[config.mk]
export PLATFORM = sky130hd
export DESIGN_NAME = floor_controller_flat
export DESIGN_NICKNAME = d
export VERILOG_FILES = /design/src/rtl/elevator_pkg.sv /design/src/rtl/floor_controller_if.sv /design/src/rtl/move_timer.sv /design/src/rtl/floor_controller.sv /design/src/flat_wrapper.sv
export SDC_FILE = /design/constraint.sdc
export NUM_CORES = 1
export LEC_CHECK = 0
export BUFFER_PORTS_ARGS = -buffer_cell sky130_fd_sc_hd__clkbuf_2
export CAP_MARGIN = 10
export CORE_MARGIN = 2
export CORE_UTILIZATION = 35
export DETAILED_ROUTE_END_ITERATION = 12
export SYNTH_ARGS = -nofsm -noshare
export SYNTH_HDL_FRONTEND = slang
export SYNTH_SLANG_ARGS = --single-unit
[constraint.sdc]
create_clock -name clk -period 2.4 [get_ports clk]
set_input_delay 0.36 -clock clk [delete_from_list [all_inputs] [get_ports clk]]
set_output_delay 0.36 -clock clk [all_outputs]
set_load 0.005 [all_outputs]
[src/rtl/elevator_pkg.sv]
// Shared elevator definitions: floor encodings, cabin FSM states and a
// saturating one-floor step helper.
package elevator_pkg;

  localparam logic [1:0] ST_FLOOR = 2'b00;
  localparam logic [1:0] ND_FLOOR = 2'b01;
  localparam logic [1:0] RD_FLOOR = 2'b10;
  localparam logic [1:0] NO_FLOOR = 2'b11;

  typedef enum logic [1:0] {
    IDLE,
    MOVING,
    DOOR_OPEN
  } state_e;

  // One floor up or down, clamped to ST_FLOOR..RD_FLOOR.
  function automatic logic [1:0] step_floor(input logic [1:0] cur, input logic up);
    logic [1:0] nxt;
    if (up) begin
      nxt = (cur >= RD_FLOOR) ? RD_FLOOR : cur + 2'd1;
    end else begin
      nxt = (cur == ST_FLOOR) ? ST_FLOOR : cur - 2'd1;
    end
    return nxt;
  endfunction

endpackage

[src/rtl/floor_controller_if.sv]
// Request/status bundle between the call-priority stage (master) and the
// cabin floor controller (slave).
//   req_floor/req_valid/req_ready : target floor handshake
//   floor, is_mooving, dir_up     : cabin position and motion status
//   door_open, served/served_floor: door state and arrival pulse
//   door_hold                     : only with FLOOR_CONTROLLER_DOOR_HOLD_EN
interface floor_controller_if;

  logic [1:0] req_floor;
  logic       req_valid;
  logic       req_ready;
  logic [1:0] floor;
  logic       is_mooving;
  logic       dir_up;
  logic       door_open;
  logic       served;
  logic [1:0] served_floor;
`ifdef FLOOR_CONTROLLER_DOOR_HOLD_EN
  logic       door_hold;
`endif

  modport master (
    output req_floor,
    output req_valid,
    input  req_ready,
    input  floor,
    input  is_mooving,
    input  dir_up,
    input  door_open,
    input  served,
    input  served_floor
`ifdef FLOOR_CONTROLLER_DOOR_HOLD_EN
    ,
    output door_hold
`endif
  );

  modport slave (
    input  req_floor,
    input  req_valid,
    output req_ready,
    output floor,
    output is_mooving,
    output dir_up,
    output door_open,
    output served,
    output served_floor
`ifdef FLOOR_CONTROLLER_DOOR_HOLD_EN
    ,
    input  door_hold
`endif
  );

endinterface

[src/rtl/move_timer.sv]
// 8-bit loadable down-counter with zero flag; used for travel and door dwell.
//   clk, rst  : clock, synchronous active-high reset (clears count)
//   load      : load load_val (has priority over dec)
//   load_val  : value to load
//   dec       : decrement by one, holding at zero
//   zero      : count is zero
module move_timer (
  input  logic       clk,
  input  logic       rst,
  input  logic       load,
  input  logic [7:0] load_val,
  input  logic       dec,
  output logic       zero
);

  logic [7:0] count_q;

  always_ff @(posedge clk) begin
    if (rst) begin
      count_q <= 8'd0;
    end else if (load) begin
      count_q <= load_val;
    end else if (dec && (count_q != 8'd0)) begin
      count_q <= count_q - 8'd1;
    end
  end

  assign zero = (count_q == 8'd0);

endmodule

[src/rtl/floor_controller.sv]
// Cabin movement controller: accepts one target floor in IDLE, moves one floor
// per TRAVEL_CYCLES, then holds the door open for DOOR_CYCLES with a one-cycle
// served pulse on arrival.
//   clk, rst : clock, synchronous active-high reset
//   bus      : floor_controller_if.slave (request handshake + status outputs)
// Optional macro FLOOR_CONTROLLER_DOOR_HOLD_EN adds bus.door_hold, which keeps
// reloading the door timer while high.
module floor_controller
  import elevator_pkg::*;
#(
  parameter int unsigned TRAVEL_CYCLES = 8,
  parameter int unsigned DOOR_CYCLES   = 16
) (
  input logic               clk,
  input logic               rst,
  floor_controller_if.slave bus
);

  localparam logic [7:0] TRAVEL_LOAD = 8'(TRAVEL_CYCLES - 1);
  localparam logic [7:0] DOOR_LOAD   = 8'(DOOR_CYCLES - 1);

  state_e     state_q, state_d;
  logic [1:0] floor_q, floor_d;
  logic [1:0] target_q, target_d;
  logic       dir_up_q, dir_up_d;
  logic       served_q, served_d;
  logic [1:0] served_floor_q, served_floor_d;

  logic       travel_load, travel_dec, travel_zero;
  logic       door_load, door_dec, door_zero;
  logic       hold;
  logic [1:0] next_floor;

`ifdef FLOOR_CONTROLLER_DOOR_HOLD_EN
  assign hold = bus.door_hold;
`else
  assign hold = 1'b0;
`endif

  assign next_floor = step_floor(floor_q, dir_up_q);

  move_timer u_travel_timer (
    .clk      (clk),
    .rst      (rst),
    .load     (travel_load),
    .load_val (TRAVEL_LOAD),
    .dec      (travel_dec),
    .zero     (travel_zero)
  );

  move_timer u_door_timer (
    .clk      (clk),
    .rst      (rst),
    .load     (door_load),
    .load_val (DOOR_LOAD),
    .dec      (door_dec),
    .zero     (door_zero)
  );

  always_comb begin
    state_d        = state_q;
    floor_d        = floor_q;
    target_d       = target_q;
    dir_up_d       = dir_up_q;
    served_d       = 1'b0;
    served_floor_d = served_floor_q;
    travel_load    = 1'b0;
    travel_dec     = 1'b0;
    door_load      = 1'b0;
    door_dec       = 1'b0;

    case (state_q)
      IDLE: begin
        // req_ready is high throughout IDLE, so req_valid alone is a transfer.
        if (bus.req_valid && (bus.req_floor != NO_FLOOR)) begin
          if (bus.req_floor == floor_q) begin
            state_d        = DOOR_OPEN;
            served_d       = 1'b1;
            served_floor_d = bus.req_floor;
            door_load      = 1'b1;
          end else begin
            state_d     = MOVING;
            target_d    = bus.req_floor;
            dir_up_d    = (bus.req_floor > floor_q);
            travel_load = 1'b1;
          end
        end
      end

      MOVING: begin
        if (travel_zero) begin
          floor_d = next_floor;
          if (next_floor == target_q) begin
            state_d        = DOOR_OPEN;
            served_d       = 1'b1;
            served_floor_d = target_q;
            door_load      = 1'b1;
          end else begin
            travel_load = 1'b1;
          end
        end else begin
          travel_dec = 1'b1;
        end
      end

      DOOR_OPEN: begin
        if (hold) begin
          door_load = 1'b1;
        end else if (door_zero) begin
          state_d = IDLE;
        end else begin
          door_dec = 1'b1;
        end
      end

      default: state_d = IDLE;
    endcase
  end

  always_ff @(posedge clk) begin
    if (rst) begin
      state_q        <= IDLE;
      floor_q        <= ST_FLOOR;
      target_q       <= ST_FLOOR;
      dir_up_q       <= 1'b1;
      served_q       <= 1'b0;
      served_floor_q <= ST_FLOOR;
    end else begin
      state_q        <= state_d;
      floor_q        <= floor_d;
      target_q       <= target_d;
      dir_up_q       <= dir_up_d;
      served_q       <= served_d;
      served_floor_q <= served_floor_d;
    end
  end

  assign bus.req_ready    = (state_q == IDLE);
  assign bus.is_mooving   = (state_q == MOVING);
  assign bus.door_open    = (state_q == DOOR_OPEN);
  assign bus.floor        = floor_q;
  assign bus.dir_up       = dir_up_q;
  assign bus.served       = served_q;
  assign bus.served_floor = served_floor_q;

endmodule

[src/flat_wrapper.sv]
// flat-port wrapper written by rule: the top's interface ports become plain ports
module floor_controller_flat import elevator_pkg::*;
#(
  parameter int unsigned TRAVEL_CYCLES = 8,
  parameter int unsigned DOOR_CYCLES   = 16
)
  (clk, rst, bus_req_floor, bus_req_valid, bus_req_ready, bus_floor, bus_is_mooving, bus_dir_up, bus_door_open, bus_served, bus_served_floor);
  floor_controller_if bus_i ();
  input logic clk;
  input logic rst;
  input wire logic [$bits(bus_i.req_floor)-1:0] bus_req_floor;
  input wire logic [$bits(bus_i.req_valid)-1:0] bus_req_valid;
  output wire logic [$bits(bus_i.req_ready)-1:0] bus_req_ready;
  output wire logic [$bits(bus_i.floor)-1:0] bus_floor;
  output wire logic [$bits(bus_i.is_mooving)-1:0] bus_is_mooving;
  output wire logic [$bits(bus_i.dir_up)-1:0] bus_dir_up;
  output wire logic [$bits(bus_i.door_open)-1:0] bus_door_open;
  output wire logic [$bits(bus_i.served)-1:0] bus_served;
  output wire logic [$bits(bus_i.served_floor)-1:0] bus_served_floor;
  assign bus_i.req_floor = bus_req_floor;
  assign bus_i.req_valid = bus_req_valid;
  assign bus_req_ready = bus_i.req_ready;
  assign bus_floor = bus_i.floor;
  assign bus_is_mooving = bus_i.is_mooving;
  assign bus_dir_up = bus_i.dir_up;
  assign bus_door_open = bus_i.door_open;
  assign bus_served = bus_i.served;
  assign bus_served_floor = bus_i.served_floor;
  floor_controller #(.TRAVEL_CYCLES(TRAVEL_CYCLES), .DOOR_CYCLES(DOOR_CYCLES)) u_core (.clk(clk), .rst(rst), .bus(bus_i));
endmodule
==> impl_metrics.tcl <==
set metrics [dict create \
    via_count 1095 \
    drive_gt1_share_pct 16.0 \
    core_region_area_um2 3660 \
    drtIter0Drc 17 \
    gp_congestion 0.762 \
    synth_fa_ha_area_share_pct 4.51 \
    grt_pass1_wl_um 4400 \
    crit_start "u_core.u_travel_timer.count_q[0]" \
    cellPowerDensity_nw_per_um2 1110 \
    n_antenna_cell 0 \
    cts_setup_buffers 0 \
    io_pins 14 \
    ys_seq_elements 26 \
    synth_top_flop_cell "dfxtp_1" \
    cts_tree "built" \
    ys_types 44 \
    cts_buffers 3 \
    synth_mux_area_share_pct 3.00 \
    finalMaxSlewViolations 0 \
    slowest_stage "nor3b_1" \
    start_util_pct 36.4 \
    multiInputGateArea_um2 741 \
    clk_pin_slew_ns 0.08 \
    grt_usage_pct 13.0 \
    synthMostInstantiatedCell "dfxtp_1" \
    avgSynthCellArea_um2 8.82 \
    ys_seq_area_share_pct 39.1 \
    netSwitchingFraction_pct 39.6 \
    final-hold-violation-count 0 \
    drtAntennaViolNets 0 \
    crit_chain "inv_1, ha_1, nor3b_1, nand3_1, a21oi_2, or2_1, a21oi_1" \
    synth-edff-count 0 \
    clk-insertion-delay-late_ns 0.26 \
    ir_worst_vdd_v 0.000552 \
    p_comb_share_pct 45.4 \
    die_y_um 65.7 \
    critPathArrivalTime_ns 2.05 \
    io_buffers 13 \
    area_delta_synth_final_pct 10.2 \
    max_clock_freq_mhz 527 \
    hpwl_um 1980 \
    clock-sinks 26 \
    yosys.area.top_type "dfxtp_1" \
    worst_pin_slew_ns 0.463 \
    routed_wl_um 2620 \
    crit_type "register to register" \
    clockBufferDepth 2 \
    yosys.area_share.simple_pct 23.5 \
    period_minus_slack_ns 1.90 \
    root_buffer "clkbuf_8" \
    rr_startpoint "u_core.u_travel_timer.count_q[0]" \
    crit_path_max_fanout 7 \
    firstDrtPassIters 4 \
    async_flop_share_pct 0 \
    hold_class "input pin to register" \
    netlist_area_um2 1330 \
    regArea_um2 520 \
    netlist_top_cells_count "dfxtp_1 (26), nor2_1 (16), a21oi_1 (15)" \
    drc 0 \
    slew_headroom_pct 68.9 \
    nets 174 \
    overflow 0 \
    synth_top_family_by_area "simple AND/OR/NAND/NOR gates" \
    synth_top_area_share_pct 39.1 \
    tns_ns 0 \
    num_rows 22 \
    netlist_top_cells_area "dfxtp_1 (39%), a21oi_1 (5.6%), nor2_1 (4.5%), xor2_1 (3.9%), ha_1 (3.8%)" \
    synth_nets 160 \
    post_cts_resized 0 \
    synth_compound_area_share_pct 18.0 \
    drt-vias-per-instance 5.19 \
    p_clk_share_pct 14.6 \
    p_switching_mw 0.648 \
    wl_per_cell_um 12.4 \
    leakagePower_nw 0.563 \
    die_area_um2 4320 \
    grt_pass1_vias 1032 \
    synth_cells 151 \
    worstPathRequired_ns 2.55 \
    cts_hold_buf 0 \
    drv_cap 0 \
    cpPeakStageDelay_ns 0.39 \
    hold_start "bus_req_floor[0]" \
    power.internal_mw 0.989 \
    antenna_found_initial 0 \
    setup_viol 0 \
    crit_path_end_kind "register" \
    synth-xor-area-share_pct 6.57 \
    h-tree-depth 1 \
    rsz0062_at_grt "no" \
    grt_max_degree 19 \
    status "complete, no violations" \
    clock_skew_ns 0.00333 \
    fillers 372 \
    finalPower_mw 1.64 \
    yosys_warnings 0 \
    start_kind "register" \
    sequentialPowerShare_pct 40.0 \
    fp.dieW_um 65.7 \
    finalCritPeriodShare_pct 79.0 \
    r2r_slack_ns 0.50 \
]
## routing by layer
layer / wire length [um] / vias to the layer above / track usage, %
met5: 0 / - / 0
met4: 37 / 0 / 4.69
met3: 58 / 4 / 3.08
met2: 1330 / 10 / 22.3
met1: 1190 / 524 / 15.7
li1: - / 557 / -
## flip-flops by register name, indices dropped and copies added (netlist names)
signal                         cells
u_core.u_travel_timer.count_q      8
u_core.target_q                    2
u_core.state_q                     2
u_core.bus.served_floor            2
u_core.bus.dir_up                  1
u_core.u_door_timer.count_q        8
u_core.bus.floor                   2
u_core.bus.served                  1
## cell usage in the layout (no fill, tap or decap), types with 2 or more instances in the layout
cell / count
xor2_1: 6
dfxtp_1: 26
xnor2_1: 4
o31ai_1: 2
inv_1: 9
mux2i_1: 4
a21boi_2: 2
nand2_1: 12
and3_1: 2
a21oi_1: 15
ha_1: 4
nor3_1: 7
clkbuf_2: 13
clkbuf_8: 3
o21ai_0: 4
nor2b_1: 3
nor2_1: 16
nand3_1: 5
## final cells by class
class	count	share of cell area, %
clock buffer	3	2.81
inverter	9	2.30
tap	48	4.09
timing repair buffer	14	4.94
multi-input combinational	111	50.4
sequential	26	35.4
## metrics by stage
stage	util, %	hold slack [ns]	std cells	setup WS, ns	area, um2
2_1_floorplan	-	0.480	151	0.724	1330
3_3_place_gp	39.0	0.520	208	0.618	1430
3_5_place_dp	39.0	0.509	208	0.519	1430
4_1_cts	40.1	0.395	211	0.504	1470
5_1_grt	40.1	0.410	211	0.319	1470
6_report	40.1	0.409	211	0.503	1470
## power groups by stage
| stage | registers [mW] | logic, mW | clock network (mW) |
|---|---|---|---|
| global route | 0.672 | 0.833 | 0.269 |
| CTS | 0.653 | 0.748 | 0.252 |
| detailed placement | 0.662 | 0.744 | 0 |
| global placement | 0.659 | 0.722 | 0 |
| finish | 0.655 | 0.743 | 0.239 |
| floorplan | 0.642 | 0.601 | 0 |
## critical path: cells and delay by family, from the launching register on
kind / cells / cell delay [ns]
AOI/OAI and AO/OA: 2 / 0.33
adders and majority gates: 1 / 0.17
buffers and inverters: 1 / 0.06
DFF: 1 / 0.34
and+or+nand+nor: 3 / 0.88
## logic make-up after synthesis
logic type | Yosys count
XOR/XNOR | 10
AND/OR/NAND/NOR | 59
multiplexers | 4
flip-flops | 26
adder cells (fa/ha/maj) | 5
buffers and inverters | 14
AO/OA/AOI/OAI | 33
## path summary, 6_finish.rpt
kind / endpoint / depth (start not counted)
setup / recovery: u_core.bus.served_floor[1] / 7
hold / removal: u_core.target_q[0] / 3
setup reg to reg: u_core.bus.served_floor[1] / 7
hold reg to reg: u_core.u_travel_timer.count_q[7] / 2
No activity file was read; power rests on OpenSTA's default activity.
